--- config.mk ---
export PLATFORM = sky130hd
export DESIGN_NAME = vga_sync_to_count
export DESIGN_NICKNAME = d
export VERILOG_FILES = /design/src/rtl/vga_sync_to_count.sv
export SDC_FILE = /design/constraint.sdc
export NUM_CORES = 1
export LEC_CHECK = 0
export ABC_AREA = 1
export BUFFER_PORTS_ARGS = -buffer_cell sky130_fd_sc_hd__buf_2
export CAP_MARGIN = 15
export CORE_ASPECT_RATIO = 0.8
export CORE_MARGIN = 2
export CORE_UTILIZATION = 51
export CTS_CLUSTER_DIAMETER = 40
export DETAILED_ROUTE_END_ITERATION = 6
export GPL_TIMING_DRIVEN = 0
export PLACE_DENSITY = 0.76
export SYNTH_ARGS = -nofsm -noshare
export SYNTH_HDL_FRONTEND = slang
export SYNTH_SLANG_ARGS = --single-unit
--- constraint.sdc ---
create_clock -name i_Clk -period 2.3 [get_ports i_Clk]
set_input_delay 0.345 -clock i_Clk [delete_from_list [all_inputs] [get_ports i_Clk]]
set_output_delay 0.345 -clock i_Clk [all_outputs]
set_load 0.1 [all_outputs]
--- src/rtl/vga_sync_to_count.sv ---
// Rebuilds column/row counts from incoming HSync/VSync and qualifies lock.
// Latency: 1 clock from sync inputs to every output.
// Backpressure: none; consumes one sync sample per clock.
module vga_sync_to_count #(
  parameter int TOTAL_COLS       = 800,
  parameter int TOTAL_ROWS       = 525,
  parameter int ACTIVE_COLS      = 640,
  parameter int ACTIVE_ROWS      = 480,
  parameter int H_SYNC_START     = 656,
  parameter int V_SYNC_START     = 490,
  parameter int LOCK_LINES       = 4,
  parameter int SYNC_ACTIVE_HIGH = 0
) (
  input  logic       i_Clk,
  input  logic       i_Rst_L,
  input  logic       i_HSync,
  input  logic       i_VSync,
  output logic       o_HSync,
  output logic       o_VSync,
  output logic [9:0] o_Col_Count,
  output logic [9:0] o_Row_Count,
  output logic       o_Active,
  output logic       o_Locked,
  output logic       o_Err
);

  localparam logic       ASSERT_LVL = (SYNC_ACTIVE_HIGH != 0);
  localparam int         CNT_W      = $clog2(LOCK_LINES + 1);
  localparam logic [9:0] HS_LOAD    = 10'(H_SYNC_START);
  localparam logic [9:0] HS_PRE     = 10'(H_SYNC_START - 1);
  localparam logic [9:0] VS_LOAD    = 10'(V_SYNC_START);
  localparam logic [9:0] VS_PRE     = 10'(V_SYNC_START - 1);
  localparam logic [9:0] COL_LAST   = 10'(TOTAL_COLS - 1);
  localparam logic [9:0] ROW_LAST   = 10'(TOTAL_ROWS - 1);
  localparam logic [9:0] ACT_C      = 10'(ACTIVE_COLS);
  localparam logic [9:0] ACT_R      = 10'(ACTIVE_ROWS);
  localparam logic [CNT_W-1:0] LOCK_N  = CNT_W'(LOCK_LINES);
  localparam logic [CNT_W-1:0] LOCK_M1 = CNT_W'(LOCK_LINES - 1);

  typedef enum logic [1:0] {SEARCH, H_LOCK, LOCKED} state_t;

  state_t           state_q;
  logic             hs_q, vs_q;
  logic [9:0]       col_q, col_d, row_q, row_d;
  logic [CNT_W-1:0] good_q;
  logic             locked_q, err_q, active_q;

  logic h_edge, v_edge, at_h, at_v;
  logic good_line, good_frame, bad_evt, locked_nxt;

  assign h_edge = (i_HSync == ASSERT_LVL) && (hs_q != ASSERT_LVL);
  assign v_edge = (i_VSync == ASSERT_LVL) && (vs_q != ASSERT_LVL);

  // Classification uses the counts before this clock's update.
  assign at_h       = (col_q == HS_PRE);
  assign at_v       = (row_q == VS_PRE) && (col_q == COL_LAST);
  assign good_line  = h_edge && at_h;
  assign good_frame = v_edge && at_v;
  assign bad_evt    = (h_edge != at_h) || (v_edge != at_v);
  assign locked_nxt = !bad_evt &&
                      ((state_q == LOCKED) || ((state_q == H_LOCK) && good_frame));

  always_comb begin
    col_d = (col_q == COL_LAST) ? 10'd0 : col_q + 10'd1;
    row_d = row_q;
    if (h_edge) begin
      col_d = HS_LOAD;
    end else if (col_q == COL_LAST) begin
      row_d = (row_q == ROW_LAST) ? 10'd0 : row_q + 10'd1;
    end
    if (v_edge) begin
      row_d = VS_LOAD;
    end
  end

  always_ff @(posedge i_Clk or negedge i_Rst_L) begin
    if (!i_Rst_L) begin
      hs_q  <= ~ASSERT_LVL;
      vs_q  <= ~ASSERT_LVL;
      col_q <= '0;
      row_q <= '0;
    end else begin
      hs_q  <= i_HSync;
      vs_q  <= i_VSync;
      col_q <= col_d;
      row_q <= row_d;
    end
  end

  always_ff @(posedge i_Clk or negedge i_Rst_L) begin
    if (!i_Rst_L) begin
      state_q  <= SEARCH;
      good_q   <= '0;
      locked_q <= 1'b0;
      err_q    <= 1'b0;
      active_q <= 1'b0;
    end else begin
      err_q    <= 1'b0;
      locked_q <= locked_nxt;
      active_q <= locked_nxt && (col_d < ACT_C) && (row_d < ACT_R);
      case (state_q)
        SEARCH: begin
          if (bad_evt) begin
            good_q <= '0;
          end else if (good_line) begin
            if (good_q != LOCK_N) good_q <= good_q + 1'b1;
            if (good_q >= LOCK_M1) state_q <= H_LOCK;
          end
        end
        H_LOCK: begin
          if (bad_evt) begin
            state_q <= SEARCH;
            good_q  <= '0;
          end else if (good_frame) begin
            state_q <= LOCKED;
          end
        end
        LOCKED: begin
          if (bad_evt) begin
            state_q <= SEARCH;
            good_q  <= '0;
            err_q   <= 1'b1;
          end
        end
        default: state_q <= SEARCH;
      endcase
    end
  end

  assign o_HSync     = hs_q;
  assign o_VSync     = vs_q;
  assign o_Col_Count = col_q;
  assign o_Row_Count = row_q;
  assign o_Active    = active_q;
  assign o_Locked    = locked_q;
  assign o_Err       = err_q;

endmodule

==> results.toml <==
[setup_path]
crit_top_cell = "nand3_2"
start_kind = "flop"
slowest_stage = "dfrtp_4"
crit_arrival_ns = 2.41
endpoint_kind = "flop"
rr_startpoint = "o_Row_Count[1]"
required_ns = 2.47
cp_top_family = "simple AND/OR/NAND/NOR gates"
rrSetupSlack_ns = 0.06
cp.depth = 12
critical_path_class = "flop to flop"
path_cells = "inv_4, ha_4, nand2_4, nor3_4, nand3_2, nor4_4, ha_1, nor2_4, nand3_2, a21oi_2, o21ai_2, o21a_1"
rr_worst_depth = 12
path_max_fanout = 7
crit_path_max_incr_delay_ns = 0.50
cp_num_buf_inv = 1
timing.rr.end = "state_q[0]"
cp-startpoint = "o_Row_Count[1]"

[finish]
nNetsFinal = 291
num_antenna_cells = 0
drive_gt1_share_pct = 33.7
syn_to_final_growth_pct = 25.1
final_cell_area_mm2 = 0.00231
fillers = 293

[logic_synthesis]
synth_top_area_share_pct = 37.9
yosysTopAreaCell = "dfrtp_1"
yosys_warnings = 0
synth.net_count = 250
yosys_register_bits = 30
synth-async-reset-ratio_pct = 100
synthFlopType = "dfrtp_1"
ys_types = 34
synthTopCellsByArea = "dfrtp_1 38%, nand2_1 11%, ha_1 8.1%"
syn_inst = 234
synth_area_mm2 = 0.00185
synth_edf_count = 0
syn_avg_cell_area_um2 = 7.90
seq_area_frac_synth_pct = 40.7

[die]
rows = 19
die_w_um = 71.3
start_util_pct = 53.6
core-area_mm2 = 0.00345
fp.dieH_um = 57.9
ios = 29
die_area_mm2 = 0.00413

[detailed_routing]
route.detailed.drc = 0
wl_met2_um = 1790
firstDrtPassIters = 4
wire_per_inst_um = 12.4
wl_met1_um = 1870
drtIter0Drc = 79
via_count = 1678
avgViaCountPerCell = 5.28
drt-total-wl_um = 3940
detail-route-antenna-nets = 0
met3WireLength_um = 203
highest_layer = "met4"

[power]
leakage_nw = 1.12
pwr-share-seq_pct = 37.2
netSwitchingFraction_pct = 42.9
p_per_area_mw_per_mm2 = 795
p_int_mw = 1.05
power_switching_mw = 0.790
ir_worst_vdd_uv = 468
p_clk_share_pct = 23.4
power_mw = 1.84
combPwrFrac_pct = 39.4

[global_route]
globalRouteOverflowTotal = 0
grt_max_degree = 31
grt_usage_pct = 19.8
grt_pass1_vias = 1431
grt_pass1_wl_um = 6240
antenna_found_initial = 0

[clock_tree]
cts_buffers = 5
ctsHoldBuffers = 0
clock_path_buffers = 2
cts.sinks = 30
cts.reportedPaths.clkPinSlew_ns = 0.07
cts_tree = "yes"
root_buffer = "clkbuf_8"
h-tree-depth = 2
clock_latency_ns = 0.29

[timing]
fin_crit_sh_pct = 97.5
fin_crit_ns = 2.24
worstMarginPinSlew_ns = 0.651
rsz0062_at_grt = "yes"
hold_viol_final = 0
max_freq_ghz = 0.446
fin_hold_ws_ns = 0.0828
finalMaxSlewViolations = 0
slew_headroom_pct = 56.6
skew_ns = 0.0124
setup_viol_count_final = 0

[worst_hold_path]
hold_path.class = "input pin to asynchronous set/reset pin"

[outcome]
status = "completed"

[place]
placed_area_mm2 = 0.00209
io_buffers = 28
dp_hpwl_um = 2850
finalWeightedCongestion = 0.846

[run]
maxCapViolCount = 0
## routing by layer
metal,vias to the layer above,GRT usage (%)
met3,10,5.39
met1,794,27.2
met4,0,8.89
li1,839,-
met5,-,0
met2,35,29.4
## power groups by stage
stage	clock, mW	sequential [mW]	combinational, mW
global placement	0	0.696	0.666
CTS	0.444	0.688	0.691
detailed placement	0	0.698	0.673
floorplan	0	0.978	0.278
finish	0.431	0.684	0.725
global route	0.471	0.694	0.796
## kinds of logic (layout without fill, tap and decap cells)
kind of cell / Yosys count / after routing / share of synthesized area (%)
muxes: 1 / 1 / 0.541
DFF: 30 / 30 / 40.7
AOI/OAI and AO/OA: 22 / 22 / 7.17
xor gates and xnor gates: 3 / 3 / 1.42
adders and majority gates: 12 / 12 / 8.12
and+or+nand+nor: 124 / 124 / 33.3
buffers and inverters: 42 / 84 / 8.73
## cell usage after synthesis (2+ instances only)
cell type,instances
a21oi_1,4
dfrtp_1,28
dfstp_2,2
ha_1,12
inv_1,36
inv_2,4
nand2_1,52
nand2_2,3
nand3_1,22
nand3_4,2
nand4_1,6
nor2_1,21
nor2_2,2
nor2_4,4
nor3_1,5
nor3_2,2
nor4_1,2
o21a_1,2
o21ai_0,4
o21ai_1,4
o22ai_1,3
xor2_1,2
## worst max-delay path by stage
stage / to
final: state_q[0]
after global routing: state_q[0]
after CTS: state_q[0]
after detailed placement: state_q[0]
after global placement: state_q[0]
after floorplan: state_q[0]
## area by class of cell
| cell class | count | area, µm² | share of cell area, % |
|---|---|---|---|
| inverter | 41 | 156 | 6.76 |
| multi-input combinational | 162 | 1040 | 44.8 |
| timing repair buffer | 34 | 185 | 8.00 |
| buffer | 1 | 7.51 | 0.324 |
| sequential | 30 | 786 | 34.0 |
| tap | 42 | 52.6 | 2.27 |
| clock buffer | 8 | 90.1 | 3.89 |
## per-stage QoR
step	cells	utilization (%)	setup slack [ns]	setup TNS, ns
2_1_floorplan	234	-	-0.0968	-0.134
3_3_place_gp	304	60.8	-0.151	-0.311
3_5_place_dp	304	60.8	-0.164	-0.359
4_1_cts	312	64.5	0.0101	0
5_1_grt	318	67.1	-0.0234	-0.0646
6_report	318	67.1	0.0580	0
## cell usage in the layout, fill, tap and decap left out, types with 5 or more instances in the layout
cell type | Yosys | final
nand2_1 | 52 | 51
inv_1 | 36 | 34
buf_2 | 0 | 28
nor2_1 | 21 | 19
nand3_1 | 22 | 19
dfrtp_2 | 0 | 14
ha_1 | 12 | 10
dfrtp_1 | 28 | 10
buf_4 | 1 | 7
nor2_4 | 4 | 6
nand4_1 | 6 | 6
clkbuf_8 | 0 | 6
inv_2 | 4 | 5
## sequential cells by signal (all words and copies together), names as in the netlist
register and cells:
o_Active 1, good_q 3, state_q 2, o_Locked 1, o_VSync 1, o_HSync 1, o_Row_Count 10, o_Col_Count 10
o_Err 1
## worst reg2reg max path: stages (launching register included)
cell and delay, ns:
dfrtp_4 0.50, inv_4 0.09, ha_4 0.13, nand2_4 0.05, nor3_4 0.13, nand3_2 0.12
nor4_4 0.16, ha_1 0.29, nor2_4 0.18, nand3_2 0.10, a21oi_2 0.14, o21ai_2 0.09
o21a_1 0.17
## what timing repair did
item	CTS	global route
endpoints found under the setup margin	4	6
pin swaps	6	5
setup buffers	0	6
gates resized for setup	8	10
(Power assumes the default switching activity.)
